--- config.mk ---
export PLATFORM = sky130hd
export DESIGN_NAME = sti_cmd_scheduler
export DESIGN_NICKNAME = d
export VERILOG_FILES = /design/src/rtl/sti_cmd_scheduler.sv
export SDC_FILE = /design/constraint.sdc
export NUM_CORES = 1
export LEC_CHECK = 0
export CORE_MARGIN = 8
export CORE_UTILIZATION = 31
export DETAILED_ROUTE_END_ITERATION = 16
export HOLD_SLACK_MARGIN = 0.03
export RECOVER_POWER = 25
export SLEW_MARGIN = 30
export SYNTH_ARGS = -nofsm -noshare
export SYNTH_HDL_FRONTEND = slang
export SYNTH_SLANG_ARGS = --single-unit
--- constraint.sdc ---
create_clock -name clk -period 4.14 [get_ports clk]
set_input_delay 0.414 -clock clk [delete_from_list [all_inputs] [get_ports clk]]
set_output_delay 0.414 -clock clk [all_outputs]
set_load 0.02 [all_outputs]
--- src/rtl/sti_cmd_scheduler.sv ---
// sti_cmd_scheduler: two-requester command scheduler feeding an STI serializer engine.
// Define STI_SCHED_BITCHK_EN to flag frames whose serial bit count disagrees with the command length.
module sti_cmd_scheduler (
  input  logic        clk,
  input  logic        reset,
  input  logic        c0_valid,
  input  logic        c1_valid,
  input  logic [20:0] c0_cmd,
  input  logic [20:0] c1_cmd,
  output logic        c0_ready,
  output logic        c1_ready,
  input  logic        end_req,
  input  logic        so_valid,
  output logic        load,
  output logic [15:0] pi_data,
  output logic [1:0]  pi_length,
  output logic        pi_fill,
  output logic        pi_msb,
  output logic        pi_low,
  output logic        pi_end,
  output logic        busy,
  output logic        done,
  output logic        err,
  output logic [7:0]  frame_cnt
);
  typedef enum logic [2:0] {IDLE, LOAD, WAIT_V, SHIFT, GAP, END, DONE} state_t;
  state_t      state_q, state_d;
  logic        prio_q, prio_d;
  logic        end_pend_q, end_pend_d;
  logic [20:0] cmd_q, cmd_d;
  logic [5:0]  wcnt_q, wcnt_d;
  logic [5:0]  bcnt_q, bcnt_d;
  logic        err_q, err_d;
  logic [7:0]  cnt_q, cnt_d;
  logic        idle, gsel, accept, bit_err;
  // Grant selection, handshake and state-decoded outputs; ready is masked while reset is held
  always_comb begin
    idle      = state_q == IDLE;
    gsel      = (c0_valid & c1_valid) ? prio_q : c1_valid;
    c0_ready  = reset & idle & c0_valid & ~gsel;
    c1_ready  = reset & idle & c1_valid & gsel;
    accept    = c0_ready | c1_ready;
    load      = state_q == LOAD;
    pi_end    = state_q == END;
    done      = state_q == DONE;
    busy      = ~idle & ~done;
    pi_data   = cmd_q[20:5];
    pi_length = cmd_q[4:3];
    pi_fill   = cmd_q[2];
    pi_msb    = cmd_q[1];
    pi_low    = cmd_q[0];
    err       = err_q;
    frame_cnt = cnt_q;
`ifdef STI_SCHED_BITCHK_EN
    bit_err   = bcnt_q != {{1'b0, cmd_q[4:3]} + 3'd1, 3'b000};
`else
    bit_err   = 1'b0;
`endif
  end
  // Next-state logic; end requests are remembered until an idle cycle with no command pending
  always_comb begin
    state_d    = state_q;
    prio_d     = prio_q;
    end_pend_d = end_pend_q | end_req;
    cmd_d      = cmd_q;
    wcnt_d     = wcnt_q;
    bcnt_d     = bcnt_q;
    err_d      = err_q;
    cnt_d      = cnt_q;
    case (state_q)
      IDLE: begin
        if (accept) begin
          state_d = LOAD;
          cmd_d   = gsel ? c1_cmd : c0_cmd;
          prio_d  = ~gsel;
        end else if (end_pend_d) begin
          state_d    = END;
          end_pend_d = 1'b0;
        end
      end
      LOAD: begin
        state_d = WAIT_V;
        wcnt_d  = '0;
      end
      WAIT_V: begin
        if (so_valid) begin
          state_d = SHIFT;
          bcnt_d  = 6'd1;
        end else if (wcnt_q == 6'd63) begin
          state_d = GAP;
          err_d   = 1'b1;
        end else begin
          wcnt_d = wcnt_q + 6'd1;
        end
      end
      SHIFT: begin
        if (so_valid) begin
          bcnt_d = bcnt_q + 6'd1;
        end else begin
          state_d = GAP;
          err_d   = err_q | bit_err;
        end
      end
      GAP: begin
        state_d = IDLE;
        cnt_d   = cnt_q + {7'd0, cnt_q != 8'hFF};
      end
      END:     state_d = DONE;
      default: state_d = state_q;
    endcase
  end
  // State and datapath registers, cleared asynchronously so a reset aborts any frame at once
  always_ff @(posedge clk or negedge reset) begin
    if (!reset) begin
      state_q    <= IDLE;
      prio_q     <= 1'b0;
      end_pend_q <= 1'b0;
      cmd_q      <= '0;
      wcnt_q     <= '0;
      bcnt_q     <= '0;
      err_q      <= 1'b0;
      cnt_q      <= '0;
    end else begin
      state_q    <= state_d;
      prio_q     <= prio_d;
      end_pend_q <= end_pend_d;
      cmd_q      <= cmd_d;
      wcnt_q     <= wcnt_d;
      bcnt_q     <= bcnt_d;
      err_q      <= err_d;
      cnt_q      <= cnt_d;
    end
  end
endmodule

# After elaboration in Yosys (flattened, before gate mapping)
# Cells that the tools add are included.
# classes
addsub	2
multipliers	0
div_mod_pow	0
magnitude_cmp	0
eq_ne	13
n_shift	0
n_mux	13
bitwise_logic	13
n_reduce_logical	7
# op_table
operator	n
two-way mux 21 bit	1
one-hot mux 3 bit (6 select lines)	1
two-way mux 3 bit	5
two-way mux 6 bit	2
one-hot mux 6 bit (2 select lines)	1
equality test 3 bit (second input constant)	3
adder 8 x 1 -> 8 bit	1
!= test 8 bit (second input constant)	1
AND 1 bit	7
adder 6 x 1 -> 6 bit (second input constant)	1
equality test 3 x 2 -> 1 bit (second input constant)	2
equality test 6 bit (second input constant)	1
!= test 2 bit (second input constant)	3
AND reduction 3 bit	2
nonzero test 6 bit	1
inverter 1 bit	4
AND reduction 4 bit	1
equality test 3 x 1 -> 1 bit (second input constant)	1
zero test 3 bit	1
two-way mux 1 bit	3
!= test 3 x 1 -> 1 bit (second input constant)	1
!= test 3 bit (second input constant)	1
bitwise OR 1 bit	2
AND reduction 2 bit	1
nonzero test 2 bit	1
# word_totals
ff_bits	41
latchBits	0
mem_bits_rw	0
rom_bits	0
in_bits	48
output_inout_bits	36
word_cells	55
memories	0

# Longest topological paths before layout
# logic_depth
depth_word	7
ltp_mapped	7
mapped_depth_nobuf	7

# Least setup slack after synthesis
# OpenSTA, ideal clock, no wires.
# synth_timing
path_kind	input -> output
from	input port c0_valid
to	output port c0_ready
arrival_time_ns	1.358
required_ns	3.726
slack_ns	2.368
path_stages	4
n_path_buf	1
path_cell_list	inv_1 o21ai_1 buf_2 and3_1
# synth_between
elab_chain_len	4
word_cells_on_any_way	5
cone_classes	1 x mux; 4 x bitwise
# synth_rtl
item	line_no	rtl
start, declared	6	input logic c0_valid,
AND 1 bit	39	gsel = (c0_valid & c1_valid) ? prio_q : c1_valid;
two-way mux 1 bit	39	
inverter 1 bit	40	c0_ready = reset & idle & c0_valid & ~gsel;
AND 1 bit *	40	
end, declared	10	output logic c0_ready,
# Mark *: on every way between the ends. The rest lies on a longest branch, timed or not.

# Worst setup path after layout
# layout_timing
from	register state_q[2]
to	output port c0_ready
# layout_between
elab_chain_len	4
# layout_rtl
item	line_no	rtl
start, declared	27	state_t state_q, state_d;
start signal, assigned	124	state_q <= state_d;
zero test 3 bit	38	idle = state_q == IDLE;
AND 1 bit (3 in series)	40	
# Every way passes these cells.

==> impl_metrics.toml <==
[floorplanning]
die_w_um = 98.1
placementRows = 30
dieHeight_um = 98.1
core_um2 = 6640
die_area_um2 = 9630
start_util = 0.315
pin_count = 84

[route]
vias = 1846
drc_errors = 0
wl_mm = 5.23
drt-initial-drc-count = 34
postRouteAntennaNets = 0
firstDrtPassIters = 4
wl_per_cell_um = 14.0
viasPerCell = 4.95

[timing]
max_freq_mhz = 343
hold_violations = 0
layout_min_cycle_time_ns = 2.92
worst_pin_slew_ns = 2.26
slew_violations = 43
relSlewSlack = -0.507
hold-worst-slack_ns = 0.473
post-route-period-util = 0.705
fin_skew_ns = 0.00225
tns_ns = 0
setup_viol = 0
grt_setup_unrepaired = "false"

[global_route]
grt_pass1_vias = 1814
grt_pass1_wl_mm = 8.70
antenna_found_initial = 0
grt_max_degree = 43
gr-total-overflow = 0
grt_usage = 0.110

[power]
power_switching_mw = 0.804
ir_drop_mv = 0.287
p_seq_frac = 0.381
p_clk_frac = 0.129
power.leakage_nw = 1.30
combPwrFrac = 0.490
p_per_area_nw_per_um2 = 652
sw_frac_of_total = 0.402
p_int_mw = 1.19

[synthesis]
synth.ff_latch_count = 41
synthArstFlopShare = 1.00
syn_nets = 262
synth_area_leaders = "dfrtp_1, mux2i_1, a21oi_1"
synth_flop_cell = "dfrtp_1"
synth_area_um2 = 2090
synthCells = 211
yosys_warnings = 0
yosysMostFrequentCell = "dfrtp_1"
yosysTopAreaCellShare = 0.491
yosysSeqAreaShare = 0.491
yosysTopAreaCell = "dfrtp_1"
synth_cell_types = 43
avgSynthCellArea_um2 = 9.91
synth_edf_count = 0
synth_common_cells = "dfrtp_1, nor2_1, a21oi_1"

[place]
gp_congestion = 0.847
portBuffers = 83
dpl.hpwl_mm = 3.94
dpl-instance-area_um2 = 2980

[clock_network]
htree_levels = 2
worstSkewPairLatency_ns = 0.29
hold_buffers = 0
numCtsBuffers = 5
cts_buffer_depth = 2
clkSinkCount = 41
cts_tree = "built"
ctsResizeCount = 0
cts_setup_buffers = 0
root_buffer = "clkbuf_8"
path_clk_slew_ns = 0.08

[cells_and_area]
antenna_cells = 0
area_growth_syn_to_layout_pct = 46.6
drive_above_1_share = 0.0512
postLayoutCellArea_um2 = 3070
fill_cells = 640
final_nets = 343
fin_util = 0.461

[critical_path]
worstPathMaxFanout = 21
worst-path-buf-inv = 1
critPathSlowestCell = "nor4b_1"
path_class = "reg2out"
path_cells = "nor4b_1 > and3_1 > clkdlybuf4s50_1"
cpPeakStageDelay_ns = 0.73
endpoint_kind = "output pin"
crit_arrival_ns = 2.50
critPathLaunchType = "register"
critical_path_required_ns = 3.73
cp_top_family = "simple AND/OR/NAND/NOR gates"

[outcome]
status = "finished, violations left"
violations = "max-capacitance violations, max-slew violations"

[run]
max_cap_viol_count = 1

[min_path]
hp-class = "reg2reg"
routing by layer:
metal | wire (um) | part of all wire | track usage
met5 | 0 | 0 | 0
met4 | 60 | 0.011 | 0.0408
met3 | 415 | 0.079 | 0.0384
met2 | 2420 | 0.46 | 0.175
met1 | 2340 | 0.45 | 0.134
final timing paths:
path,from,to,slack (ns),cells after the start
max,state_q[2],c0_ready,1.22,3
min,err,err,0.47,1
max reg2reg,state_q[2],cmd_q[18],1.94,5
min reg2reg,err,err,0.47,1
max in group asynchronous,reset,cmd_q[3],1.91,2
min in group asynchronous,reset,end_pend_q,0.95,2
worst reg2reg max path, stage by stage, from the launching register on:
cell and delay (ns):
dfrtp_1 0.61, nor4b_1 0.74, o21a_1 0.21, buf_4 0.35
nor2_1 0.08, a21oi_1 0.14
sequential cells by signal, indices dropped and copies added (netlist names):
register and flops:
prio_q 1, end_pend_q 1, cmd_q 21, err 1, wcnt_q 6, state_q 3, frame_cnt 8
layout by cell type (no fill, tap or decap), types with 5 or more instances in the layout:
master           instances
mux2i_1                 21
clkbuf_8                 5
dfrtp_1                 41
a21oi_1                 23
o21ai_0                  6
xnor2_1                  5
nand2_1                 14
nor2_1                  29
clkdlybuf4s50_1         82
nand3_1                  5
layout make-up:
type	instances	area (um^2)	area share
timing repair buffer	86	843	0.275
inverter	2	7.51	0.00245
sequential	41	1030	0.335
clock buffer	5	68.8	0.0224
multi-input combinational	156	1000	0.327
tap	80	100	0.0327
clock inverter	3	17.5	0.00571
per-stage QoR:
stage,power [mW],cells,setup WS (ns)
3_3_place_gp,1.75,365,1.55
3_5_place_dp,1.76,365,1.53
5_1_grt,2.16,373,0.684
6_report,2.00,373,1.22
2_1_floorplan,1.30,211,2.37
4_1_cts,2.03,373,1.19
power groups by stage:
| stage | clock (mW) | combinational (mW) | sequential [mW] |
|---|---|---|---|
| 2_1_floorplan | 0 | 0.437 | 0.868 |
| 3_3_place_gp | 0 | 0.987 | 0.759 |
| 3_5_place_dp | 0 | 0.993 | 0.767 |
| 4_1_cts | 0.268 | 0.996 | 0.762 |
| 5_1_grt | 0.291 | 1.07 | 0.799 |
| 6_report | 0.258 | 0.980 | 0.761 |
cell families (layout without fill, tap and decap cells):
kind of cell / count (synthesis) / count (layout) / share of synthesized area
buffers and inverters: 14 / 96 / 0.0317
flip-flops: 41 / 41 / 0.491
AND/OR/NAND/NOR: 76 / 76 / 0.181
AO/OA/AOI/OAI: 47 / 47 / 0.138
adder cells (fa/ha/maj): 3 / 3 / 0.0180
XOR/XNOR: 7 / 7 / 0.0293
multiplexers: 23 / 23 / 0.111
Power figures use the tool's default switching activity.
